[config.mk]
export PLATFORM = sky130hd
export DESIGN_NAME = instr_encoder
export DESIGN_NICKNAME = d
export VERILOG_FILES = /design/src/rtl/riscv_pkg.sv /design/src/rtl/instr_encoder_pack.sv /design/src/rtl/instr_encoder.sv
export SDC_FILE = /design/constraint.sdc
export NUM_CORES = 1
export LEC_CHECK = 0
export BUFFER_PORTS_ARGS = -buffer_cell sky130_fd_sc_hd__buf_4
export CORE_MARGIN = 2
export CORE_UTILIZATION = 55
export CTS_CLUSTER_DIAMETER = 100
export DETAILED_ROUTE_END_ITERATION = 12
export HOLD_SLACK_MARGIN = 0.12
export PLACE_DENSITY = 0.86
export SLEW_MARGIN = 20
export SYNTH_ARGS = -nofsm -noshare
export SYNTH_HDL_FRONTEND = slang
export SYNTH_SLANG_ARGS = --single-unit
[constraint.sdc]
create_clock -name clk -period 5.8 [get_ports clk]
set_clock_uncertainty 0.15 [all_clocks]
set_input_delay 0.87 -clock clk [delete_from_list [all_inputs] [get_ports clk]]
set_output_delay 0.87 -clock clk [all_outputs]
set_load 0.02 [all_outputs]
[src/rtl/riscv_pkg.sv]
// RV32I opcode constants, instruction format enumeration and opcode classification helpers
// shared by the instruction encoder.
package riscv_pkg;

    localparam logic [6:0] OP_LOAD   = 7'd3;
    localparam logic [6:0] OP_IMM    = 7'd19;
    localparam logic [6:0] OP_AUIPC  = 7'd23;
    localparam logic [6:0] OP_STORE  = 7'd35;
    localparam logic [6:0] OP_REG    = 7'd51;
    localparam logic [6:0] OP_LUI    = 7'd55;
    localparam logic [6:0] OP_BRANCH = 7'd99;
    localparam logic [6:0] OP_JALR   = 7'd103;
    localparam logic [6:0] OP_JAL    = 7'd111;

    typedef enum logic [2:0] {FMT_R, FMT_I, FMT_S, FMT_B, FMT_U, FMT_J} instr_fmt_t;

    // Unknown opcodes fall back to R-type packing.
    function automatic instr_fmt_t fmt_of(input logic [6:0] op);
        case (op)
            OP_LOAD, OP_IMM, OP_JALR: fmt_of = FMT_I;
            OP_STORE:                 fmt_of = FMT_S;
            OP_BRANCH:                fmt_of = FMT_B;
            OP_AUIPC, OP_LUI:         fmt_of = FMT_U;
            OP_JAL:                   fmt_of = FMT_J;
            default:                  fmt_of = FMT_R;
        endcase
    endfunction

    function automatic logic op_known(input logic [6:0] op);
        case (op)
            OP_LOAD, OP_IMM, OP_AUIPC, OP_STORE, OP_REG,
            OP_LUI, OP_BRANCH, OP_JALR, OP_JAL: op_known = 1'b1;
            default:                            op_known = 1'b0;
        endcase
    endfunction

endpackage

[src/rtl/instr_encoder_pack.sv]
// Combinational RV32I field packer (module instr_pack): decoded fields in, 32-bit word out.
module instr_pack
    import riscv_pkg::*;
(
    input  logic [6:0]  opcode_i,
    input  logic [2:0]  funct3_i,
    input  logic [6:0]  funct7_i,
    input  logic [4:0]  rd_i,
    input  logic [4:0]  rs1_i,
    input  logic [4:0]  rs2_i,
    input  logic [31:0] imm_i,
    output logic [31:0] word_o
);

    always_comb begin
        word_o = '0;
        case (fmt_of(opcode_i))
            FMT_I: begin
                word_o = {imm_i[11:0], rs1_i, funct3_i, rd_i, opcode_i};
                // Shift-immediates carry funct7 in the upper immediate bits.
                if (opcode_i == OP_IMM && (funct3_i == 3'b001 || funct3_i == 3'b101))
                    word_o[31:25] = funct7_i;
            end
            FMT_S: word_o = {imm_i[11:5], rs2_i, rs1_i, funct3_i, imm_i[4:0], opcode_i};
            FMT_B: word_o = {imm_i[12], imm_i[10:5], rs2_i, rs1_i, funct3_i,
                             imm_i[4:1], imm_i[11], opcode_i};
            FMT_U: word_o = {imm_i[31:12], rd_i, opcode_i};
            FMT_J: word_o = {imm_i[20], imm_i[10:1], imm_i[11], imm_i[19:12], rd_i, opcode_i};
            default: word_o = {funct7_i, rs2_i, rs1_i, funct3_i, rd_i, opcode_i};
        endcase
    end

endmodule

[src/rtl/instr_encoder.sv]
// Streaming RV32I instruction encoder feeding IMEM: output register plus 1-entry skid buffer.
// Optional reject path for unsupported/misaligned bundles enabled by ENCODER_ILLEGAL_CHECK_EN.
module instr_encoder
    import riscv_pkg::*;
#(
    parameter int unsigned          ADDR_W     = 32,
    parameter logic [ADDR_W-1:0]    START_ADDR = '0
) (
    input  logic              clk,
    input  logic              reset,
    input  logic              in_valid,
    output logic              in_ready,
    input  logic [6:0]        opCode,
    input  logic [2:0]        funct3,
    input  logic [6:0]        funct7,
    input  logic [4:0]        rd,
    input  logic [4:0]        rs1,
    input  logic [4:0]        rs2,
    input  logic [31:0]       imm,
    input  logic              load_addr,
    input  logic [ADDR_W-1:0] new_addr,
    output logic              imem_we,
    input  logic              imem_ready,
    output logic [ADDR_W-1:0] imem_addr,
    output logic [31:0]       imem_wdata,
    output logic [15:0]       word_count,
    output logic              illegal
);

    logic [31:0]       word;
    logic              accept, push, xfer, bad;
    logic              out_valid_q, out_valid_d, skid_valid_q, skid_valid_d;
    logic [31:0]       out_word_q, out_word_d, skid_word_q, skid_word_d;
    logic [ADDR_W-1:0] addr_q, addr_d;
    logic [15:0]       count_q, count_d;
    logic              illegal_q, illegal_d;

    instr_pack u_pack (
        .opcode_i (opCode),
        .funct3_i (funct3),
        .funct7_i (funct7),
        .rd_i     (rd),
        .rs1_i    (rs1),
        .rs2_i    (rs2),
        .imm_i    (imm),
        .word_o   (word)
    );

    always_comb begin
`ifdef ENCODER_ILLEGAL_CHECK_EN
        bad = !op_known(opCode) ||
              ((fmt_of(opCode) == FMT_B || fmt_of(opCode) == FMT_J) && imm[0]);
`else
        bad = 1'b0;
`endif
    end

    assign in_ready   = !skid_valid_q;
    assign accept     = in_valid && in_ready;
    assign push       = accept && !bad;
    assign xfer       = out_valid_q && imem_ready;
    assign imem_we    = out_valid_q;
    assign imem_wdata = out_word_q;
    assign imem_addr  = addr_q;
    assign word_count = count_q;
    assign illegal    = illegal_q;

    always_comb begin
        out_valid_d  = out_valid_q;
        out_word_d   = out_word_q;
        skid_valid_d = skid_valid_q;
        skid_word_d  = skid_word_q;
        addr_d       = addr_q;
        count_d      = count_q;
        illegal_d    = accept && bad;
        // Output slot free: refill from skid first, else straight from the packer.
        if (!out_valid_q || xfer) begin
            if (skid_valid_q) begin
                out_valid_d  = 1'b1;
                out_word_d   = skid_word_q;
                skid_valid_d = 1'b0;
            end else begin
                out_valid_d = push;
                if (push) out_word_d = word;
            end
        end else if (push) begin
            skid_valid_d = 1'b1;
            skid_word_d  = word;
        end
        if (load_addr && !out_valid_q)
            addr_d = new_addr;
        else if (xfer)
            addr_d = addr_q + ADDR_W'(4);
        if (xfer && count_q != '1)
            count_d = count_q + 16'd1;
    end

    always_ff @(posedge clk) begin
        if (reset) begin
            out_valid_q  <= 1'b0;
            out_word_q   <= '0;
            skid_valid_q <= 1'b0;
            skid_word_q  <= '0;
            addr_q       <= START_ADDR;
            count_q      <= '0;
            illegal_q    <= 1'b0;
        end else begin
            out_valid_q  <= out_valid_d;
            out_word_q   <= out_word_d;
            skid_valid_q <= skid_valid_d;
            skid_word_q  <= skid_word_d;
            addr_q       <= addr_d;
            count_q      <= count_d;
            illegal_q    <= illegal_d;
        end
    end

endmodule

==> results.toml, run 1 <==
[final_layout]
nNetsFinal = 903
finalInstanceArea_um2 = 7350
mostFrequentLayoutCell = "buf_4"
most-common-layout-cells = "buf_4, dfxtp_1, nor2_1, a211oi_1, nand2_1"
areaGrowthSynthToFinish_pct = 35.0
layout-drive-gt1-share_pct = 28.1
diodes = 0

[clock_network]
path_clk_slew_ps = 60
clk_path_buf_depth = 2
post_cts.repair.setup_buffers = 0
cts_resized = 0
h-tree-depth = 4
tritoncts.num_buffers = 17
tritoncts = "done"
clock_sinks = 114
worstSkewPairLatency_ps = 500
hold_buffers = 0
ctsRootBufferMaster = "clkbuf_8"

[detailed_routing]
viasPerCell = 5.89
wl_per_cell_um = 16.8
drt_pre_antenna_iters = 5
drt_drc_violations_left = 0
wl_mm = 15.9
num_vias = 5550
antenna_violating_nets_post_route = 0
drtIter0Drc = 336

[global_routing]
maximum_number_of_pins_on_one_net_before_global_route_repair = 73
global_route_wire_length_before_repair_mm = 25.9
grt_util_all_layers_pct = 29.0
first_global_vias = 5310
global_route.overflow_total = 0
grt_antenna_before_repair = 0

[sta]
finalCriticalPeriod_ps = 2650
rsz0062_at_grt = "no"
fin_crit_sh_pct = 45.7
relSlewSlack_pct = 29.6
timing.fmax_ghz = 0.377
drv_slew = 0
hold_viol = 0
timing.setup.tns_ps = 0
tightest_slew_ps = 1060
final-setup-viol-count = 0

[logic_synthesis]
synthCells = 644
synth_edf_count = 0
ys_seq_elements = 114
mappedNetlistArea_um2 = 5450
yosysWarningCount = 0
yosysUniqueCellTypes = 52
synth_area_per_cell_um2 = 8.46
synth_top_area_share_pct = 41.9
yosys.area.top_type = "dfxtp_1"
synth.area.top_cells = "dfxtp_1, a211oi_1, nor2_1"
synth_seq_area_share_pct = 41.9
prevailing_post_synth_register_cell = "dfxtp_1"
syn_nets = 747
asyncSetResetFlopFracSynth_pct = 0

[power]
power.share.switching_pct = 26.0
power.clock.fraction_pct = 43.6
total_leakage_power_nw = 2.98
p_seq_share_pct = 41.8
internal_power_contribution_mw = 1.53
combinational_group_share_of_total_power_pct = 14.6
power_per_cell_area_nw_per_um2 = 281
peakVddDrop_v = 0.000181
switching_power_uw = 537

[setup_path]
crit_path_max_fanout = 35
crit_path_max_incr_delay_ps = 370
critPathMostFrequentCell = "buf_4"
worst_ep_arrival_time_ps = 1630
crit_chain = "buf_4 > inv_1 > buf_4"
cp.buffers_inverters = 3
timing.critical_path.slowest_stage_cell = "buf_4"
critPathRequiredTime_ps = 4780
worstSetupStartpointType = "register"
timing_worst_setup_path_type = "reg -> out"
worstSetupEndpointType = "primary output"
critical_path.top_delay_family = "buffers and inverters"

[placed_design]
detailed_place_hpwl_mm = 11.0
place_area_um2 = 6810
routabilityCongestion = 0.968
io_buffers = 182

[floorplanning]
fp.dieH_um = 104
io_pins = 184
die_area_um2 = 10700
core_area_um2 = 9680
die_w_um = 104
fp-row-count = 36
initial_utilization_pct = 56.2

[status]
run_status = "complete, no violations"

[job]
max_cap_viol_count = 0

[worst_hold_path]
worst_hold_path_type = "reg -> reg"
-- state kept, by name, summed over array words and instances (netlist names) --
register	cells
skid_valid_q	1
imem_we	1
word_count	16
imem_addr	32
skid_word_q	32
imem_wdata	32
-- kinds of logic (layout without fill, tap and decap cells) --
| logic type | after synthesis | count (layout) | share of synthesized area [%] |
|---|---|---|---|
| xor gates and xnor gates | 35 | 35 | 5.63 |
| AOI/OAI and AO/OA | 165 | 165 | 20.5 |
| muxes | 22 | 22 | 4.16 |
| buffers and inverters | 55 | 221 | 4.09 |
| other | 1 | 1 | 0.0689 |
| DFF | 114 | 114 | 41.9 |
| adders and majority gates | 2 | 2 | 0.459 |
| and+or+nand+nor | 250 | 250 | 23.2 |
-- per-layer routing --
metal,up-vias,track usage (%),routed length (um)
li1,2671,-,-
met5,-,0,0
met3,39,7.11,888
met1,2619,36.1,6720
met4,0,10.5,388
met2,221,49.1,7870
-- synth_stat cells, drive strengths merged (2+ instances only) --
master    n
a22o      7
o22ai    20
a221oi   10
mux2      5
dfxtp   114
or2       3
nand4b    2
and2     11
xnor2    11
nor3     15
ha        2
xor2     24
a21oi    42
a31oi     3
nor2b     2
and4      2
a211oi   54
mux2i    17
o21ai    10
nand2    51
inv       7
nand3    16
buf       9
a32oi     5
o21bai    6
and3     23
nand2b    2
nor4      6
nor2     86
nand4    20
clkbuf   39
a311oi    5
or3       4
-- worst paths after layout --
kind,startpoint,slack [ps],cells after the start,end
worst max-delay path,skid_valid_q,3150,3,in_ready
worst min-delay path,skid_word_q[3],310,2,skid_word_q[3]
worst max register to register,imem_we,3320,5,skid_word_q[29]
worst min register to register,skid_word_q[3],310,2,skid_word_q[3]
-- worst register-to-register path, stage by stage (launching register included) --
cell      delay (ps)
dfxtp_1          500
nand2b_1         570
nor2_4           600
buf_16           250
nor2_1            70
a211oi_1         250
-- power groups by stage --
stage / Clock [mW] / Combinational, mW / Sequential [mW]
after global placement: 0 / 0.288 / 0.877
after CTS: 0.906 / 0.298 / 0.864
final: 0.903 / 0.301 / 0.864
after detailed placement: 0 / 0.296 / 0.879
after global routing: 0.947 / 0.323 / 0.869
after floorplan: 0 / 0.118 / 0.912
-- through the flow --
step / util [%] / total power, mW / setup WS, ps / std cells / hold slack (ps)
floorplan: - / 1.03 / 3290 / 644 / 283
global placement: 70.3 / 1.17 / 2710 / 913 / 291
detailed placement: 70.3 / 1.17 / 2630 / 913 / 300
CTS: 75.6 / 2.07 / 3090 / 942 / 308
global route: 75.9 / 2.14 / 2980 / 943 / 333
finish: 75.9 / 2.07 / 3150 / 943 / 308
-- area by class of cell --
type / count / area, um2
multi-input cells: 475 / 2970
repair buffers: 185 / 1410
inverters: 7 / 26.3
flip-flops and latches: 114 / 2280
clock buffers: 22 / 443
clock inverters: 7 / 62.6
fillers: 706 / 2330
well taps: 133 / 166
(Power assumes the default switching activity.)
==> run 2: changes to the inputs <==
Settings changed: ABC_AREA from default to 1, CORE_UTILIZATION 55 to 53, PLACE_DENSITY 0.86 to 0.81.
Clock period 5.8 ns to 2.5 ns, I/O delays scaled along.
==> run 2 against run 1 <==
Wire length increased by 34%; largest power group unchanged; largest cell class unchanged; critical path depth increased by 6; clock power increased to 2.7 times the previous value; register-to-register slack got worse by 3200 ps; power increased to 2.6 times the previous value; sequential power increased by 130%; flip-flop and latch count unchanged; non-clock buffer count increased by 34.
==> results.toml, run 2 <==
[sta]
tightest_slew_ps = 609
fin_crit_sh_pct = 93.9
final-setup-viol-count = 0
timing.fmax_ghz = 0.426
relSlewSlack_pct = 59.1
hold_viol = 0
timing.setup.tns_ps = 0
finalCriticalPeriod_ps = 2350
final.hold.worst_slack_ps = 137
rsz0062_at_grt = "no"
drv_slew = 0

[final_layout]
layout-drive-gt1-share_pct = 22.8
nNetsFinal = 1311
diodes = 0
most-common-layout-cells = "nand2_1, buf_4, nor2_1, dfxtp_1, nand3_1"
areaGrowthSynthToFinish_pct = 34.7
post-route-util_pct = 73.9
mostFrequentLayoutCell = "nand2_1"
num-fill-cells = 1037
stdcell_count = 1389
finalInstanceArea_um2 = 8950

[setup_path]
critPathRequiredTime_ps = 2640
ff2ff_setup_slack_ps = 150
regToRegEndpoint = "word_count[0]"
worst_ep_arrival_time_ps = 2490
capturing_instance_or_port_of_the_critical_path = "word_count[0]"
crit_path_start = "word_count[0]"
cell_count_of_the_worst_reg_to_reg_path = 9
timing_worst_setup_path_type = "reg -> reg"
crit_path_max_fanout = 12
worstSetupStartpointType = "register"
timing.rr.start = "word_count[0]"
worstSetupEndpointType = "register"

[logic_synthesis]
yosys.area.top_type = "dfxtp_1"
synth_edf_count = 0
syn_nets = 1120
yosysWarningCount = 0
ys_seq_elements = 114
synth.area.top_cells = "dfxtp_1, nand2_1, nor2_1"
synth_top_area_share_pct = 34.4
prevailing_post_synth_register_cell = "dfxtp_1"
synth_seq_area_share_pct = 34.4
synthCells = 1017
mappedNetlistArea_um2 = 6640
synth_area_per_cell_um2 = 6.53
yosys-top-cells-count = "nand2_1, nor2_1, dfxtp_1, nand3_1, inv_1"
synthMostInstantiatedCell = "nand2_1"
asyncSetResetFlopFracSynth_pct = 0
yosysUniqueCellTypes = 48

[placed_design]
detailed_place_hpwl_mm = 14.7
routabilityCongestion = 0.958
dp_cells = 1335
io_buffers = 182
place_area_um2 = 8120

[power]
total_leakage_power_nw = 4.10
power_per_cell_area_nw_per_um2 = 608
peakVddDrop_v = 0.000387

[clock_network]
tritoncts.num_buffers = 17
clock_sinks = 114
clk_path_buf_depth = 2
path_clk_slew_ps = 50
h-tree-depth = 4
ctsRootBufferMaster = "clkbuf_16"
worstSkewPairLatency_ps = 410
post_cts.repair.setup_buffers = 0
tritoncts = "done"

[floorplanning]
initial_utilization_pct = 54.9
die_area_um2 = 13400
core_area_um2 = 12100
die_w_um = 116
fp-row-count = 40
fp.dieH_um = 116
io_pins = 184

[global_routing]
grt_antenna_before_repair = 0
global_route_wire_length_before_repair_mm = 33.3
maximum_number_of_pins_on_one_net_before_global_route_repair = 53
first_global_vias = 6919
grt_util_all_layers_pct = 31.3
global_route.overflow_total = 0

[detailed_routing]
viasPerCell = 5.52
drt_drc_violations_left = 0
drtIter0Drc = 934
drt_pre_antenna_iters = 8
wl_mm = 21.2
num_vias = 7667
antenna_violating_nets_post_route = 0
wl_per_cell_um = 15.3

[worst_hold_path]
worst_hold_path_type = "in -> reg"

[status]
run_status = "complete, no violations"

[job]
max_cap_viol_count = 0
[run 2: cell count changes in the layout (fill, tap and decap cells not counted), sizes merged, moves of 39 or more]
cell and change:
a211oi -48, a21oi +39, inv +82, nand2 +185, nand3 +80, nor2 +55, o21ai +77
[run 2: per-layer routing]
layer / global-route usage (%) / part of all wire (%) / up-vias
met1: 40.5 / 42 / 3455
met2: 50.8 / 46 / 374
met4: 12.3 / 2.6 / 0
li1: - / - / 3792
met3: 7.11 / 8.6 / 46
met5: 0 / 0 / -
[run 2: repair_timing]
action / in CTS / in global routing
endpoints found under the hold margin: 24 / 0
setup endpoints to repair: 0 / 8
hold buffers: 21 / 0
resized for setup: 0 / 3
[run 2: worst min path at each step]
stage	start	end	slack, ps	cells past startpoint
CTS	new_addr[12]	imem_addr[12]	120	3
global placement	imem_wdata[22]	imem_wdata[22]	300	2
detailed placement	imem_wdata[22]	imem_wdata[22]	310	2
global route	funct3[2]	skid_word_q[14]	140	4
floorplan	skid_word_q[0]	imem_wdata[0]	310	2
finish	funct3[2]	skid_word_q[14]	140	4
[run 2: critical path, cell delays in order, from the launching register on]
cell	delay, ps
dfxtp_1	440
ha_1	280
nand3_1	100
nor2_1	180
nand3b_1	190
nand2_1	200
buf_4	220
inv_1	200
o21ai_0	200
a21oi_1	60
[run 2: metrics by stage]
step | worst slack [ps] | power, mW
after floorplan | 660 | 2.55
after global placement | 250 | 2.93
after detailed placement | 216 | 2.95
after CTS | 111 | 5.44
after global routing | 58.5 | 5.64
final | 151 | 5.44
[run 2: final cells by class]
| class | count | area [um2] | share of cell area (%) |
|---|---|---|---|
| clock buffers | 19 | 443 | 4.95 |
| repair inverters | 1 | 7.51 | 0.0839 |
| repair buffers | 219 | 1710 | 19.1 |
| clock inverters | 13 | 159 | 1.78 |
| inverters | 90 | 342 | 3.82 |
| multi-input cells | 765 | 3800 | 42.4 |
| well taps | 168 | 210 | 2.35 |
| flip-flops and latches | 114 | 2280 | 25.5 |
[run 2: power breakdown]
group	switching (mW)	internal [mW]	total, mW
clock network	0.884	1.59	2.47
registers	0.104	1.93	2.03
logic	0.533	0.400	0.933
total	1.52	3.92	5.44
[run 2: kinds of logic after synthesis]
family          synth area share, %
compound gates                 17.9
xor+xnor                       1.19
fa+ha+maj                     0.377
buf+inv                        8.59
flops                          34.4
mux                            1.36
other cells                  0.0564
simple gates                   36.2
==> run 3: changes to the inputs <==
Settings changed: ABC_CLOCK_PERIOD_IN_PS from default to 2100, CORE_UTILIZATION 53 to 48, PLACE_DENSITY 0.81 to 0.77.
Clock period 2.5 ns to 2.1 ns, I/O delays scaled along.
==> run 3 against run 2 <==
Power grew 25%; wire length grew 4.8%; flip-flop and latch count is the same; global-route usage shrank 1.4 points; setup slack lost 100 ps; cell area grew 6.8%; die area grew 10%; first-iteration DRC count shrank 39%; count of clock-buffer cells in the layout is the same; non-clock buffer count grew 52; critical path depth grew 1; register-to-register slack gained 50 ps; critical endpoint is now skid_word_q[17].
==> results.toml, run 3 (synthesized netlist as in run 2, its figures left out) <==
[global_routing]
grt_antenna_before_repair = 0
global_route_wire_length_before_repair_mm = 35.3
global_route.overflow_total = 0
grt_util_all_layers_pct = 29.9
first_global_vias = 7266
maximum_number_of_pins_on_one_net_before_global_route_repair = 69

[setup_path]
timing.critical_path.slowest_stage_cell = "dlygate4sd3_1"
timing_worst_setup_path_type = "in -> reg"
critPathRequiredTime_ps = 2250
worstSetupStartpointType = "input port"
worst_ep_arrival_time_ps = 2200
worstSetupEndpointType = "register"
crit_path_max_incr_delay_ps = 540
crit_path_max_fanout = 12
crit_chain = "dlygate4sd3_1 > buf_4 > inv_1 > nand2_2 > nor2_8 > nand2_4 > nand2_4 > mux2_4 > o21ai_1 > inv_1"

[sta]
relSlewSlack_pct = 61.2
final-setup-viol-count = 0
hold_viol = 0
fin_crit_sh_pct = 97.6
timing.fmax_ghz = 0.488
finalCriticalPeriod_ps = 2050
tightest_slew_ps = 582
drv_slew = 0
timing.setup.tns_ps = 0

[placed_design]
detailed_place_hpwl_mm = 15.4
io_buffers = 182
routabilityCongestion = 0.974
dp_cells = 1356

[detailed_routing]
num_vias = 7867
drt_pre_antenna_iters = 7
antenna_violating_nets_post_route = 0
drtIter0Drc = 568
viasPerCell = 5.43
wl_mm = 22.2
drt_drc_violations_left = 0
wl_per_cell_um = 15.4

[clock_network]
tritoncts = "done"
worstSkewPairLatency_ps = 410
path_clk_slew_ps = 50
tritoncts.num_buffers = 17
clk_path_buf_depth = 2
h-tree-depth = 4
ctsRootBufferMaster = "clkbuf_16"
clock_sinks = 114

[power]
power_per_cell_area_nw_per_um2 = 712
total_leakage_power_nw = 4.35
peakVddDrop_v = 0.000551

[final_layout]
most-common-layout-cells = "nand2_1, buf_4, nor2_1, dfxtp_1, nand3_1"
layout-drive-gt1-share_pct = 23.6
diodes = 0
nNetsFinal = 1363
num-fill-cells = 1131
post-route-util_pct = 71.3
mostFrequentLayoutCell = "nand2_1"
areaGrowthSynthToFinish_pct = 43.9
stdcell_count = 1449

[job]
max_cap_viol_count = 0

[floorplanning]
fp-row-count = 42
initial_utilization_pct = 49.6
core_area_um2 = 13400
fp.dieH_um = 122
die_w_um = 122
die_area_um2 = 14800
io_pins = 184

[worst_hold_path]
worst_hold_path_type = "in -> reg"

[status]
run_status = "complete, no violations"
run 3: changes by cell type in the layout (fill, tap and decap cells not counted), sizes merged:
cell,previous run,this run
clkinv,7,3
bufinv,3,5
buf,198,214
dlygate4sd3,21,57
inv,89,87
clkinvlp,5,9
run 3: layout make-up:
class,count,area (um2),share of cell area [%]
clock buffer,19,443,4.63
clock inverter,13,209,2.19
inverter,90,345,3.61
multi-input combinational,765,3820,40.0
sequential,114,2280,23.9
tap,176,220,2.30
timing repair buffer,271,2230,23.3
timing repair inverter,1,7.51,0.0785
run 3: worst paths after layout:
path | startpoint | endpoint | slack (ps) | depth (start not counted)
setup / recovery | opCode[3] | skid_word_q[17] | 50 | 10
hold / removal | rs2[2] | skid_word_q[22] | 130 | 5
setup reg to reg | word_count[1] | word_count[6] | 200 | 10
hold reg to reg | imem_wdata[22] | imem_wdata[22] | 320 | 2
run 3: stage by stage:
step	power [mW]	instance area (um2)	worst slack, ps	hold slack, ps
2_1_floorplan	3.04	6640	260	300
3_3_place_gp	3.54	8270	253	308
3_5_place_dp	3.55	8270	194	310
4_1_cts	6.80	9490	112	120
5_1_grt	7.05	9560	-19.8	139
6_report	6.80	9560	49.5	126
run 3: per-layer routing:
metal | GRT usage [%] | part of all wire (%) | vias to the layer above
li1 | - | - | 3897
met3 | 5.90 | 6.7 | 56
met4 | 12.3 | 3.6 | 0
met5 | 0 | 0 | -
met2 | 50.5 | 48 | 326
met1 | 37.3 | 42 | 3588
run 3: critical path, delay by kind of cell:
kind            cells  cell delay (ps)
buf+inv             4              860
simple gates        4              530
mux                 1              330
compound gates      1              160
run 3: report_power, final:
group          internal, mW  leakage (nW)  total [mW]  switching, mW
Combinational         0.547          3.12        1.21          0.665
Clock                  2.13         0.297        3.18           1.05
Sequential             2.30         0.935        2.41          0.114
run 3: what timing repair did:
action	in CTS	in global routing
setup endpoints to repair	0	24
setup buffers	0	3
gates resized for setup	0	13
hold buffers	57	0
hold endpoints to repair	57	0
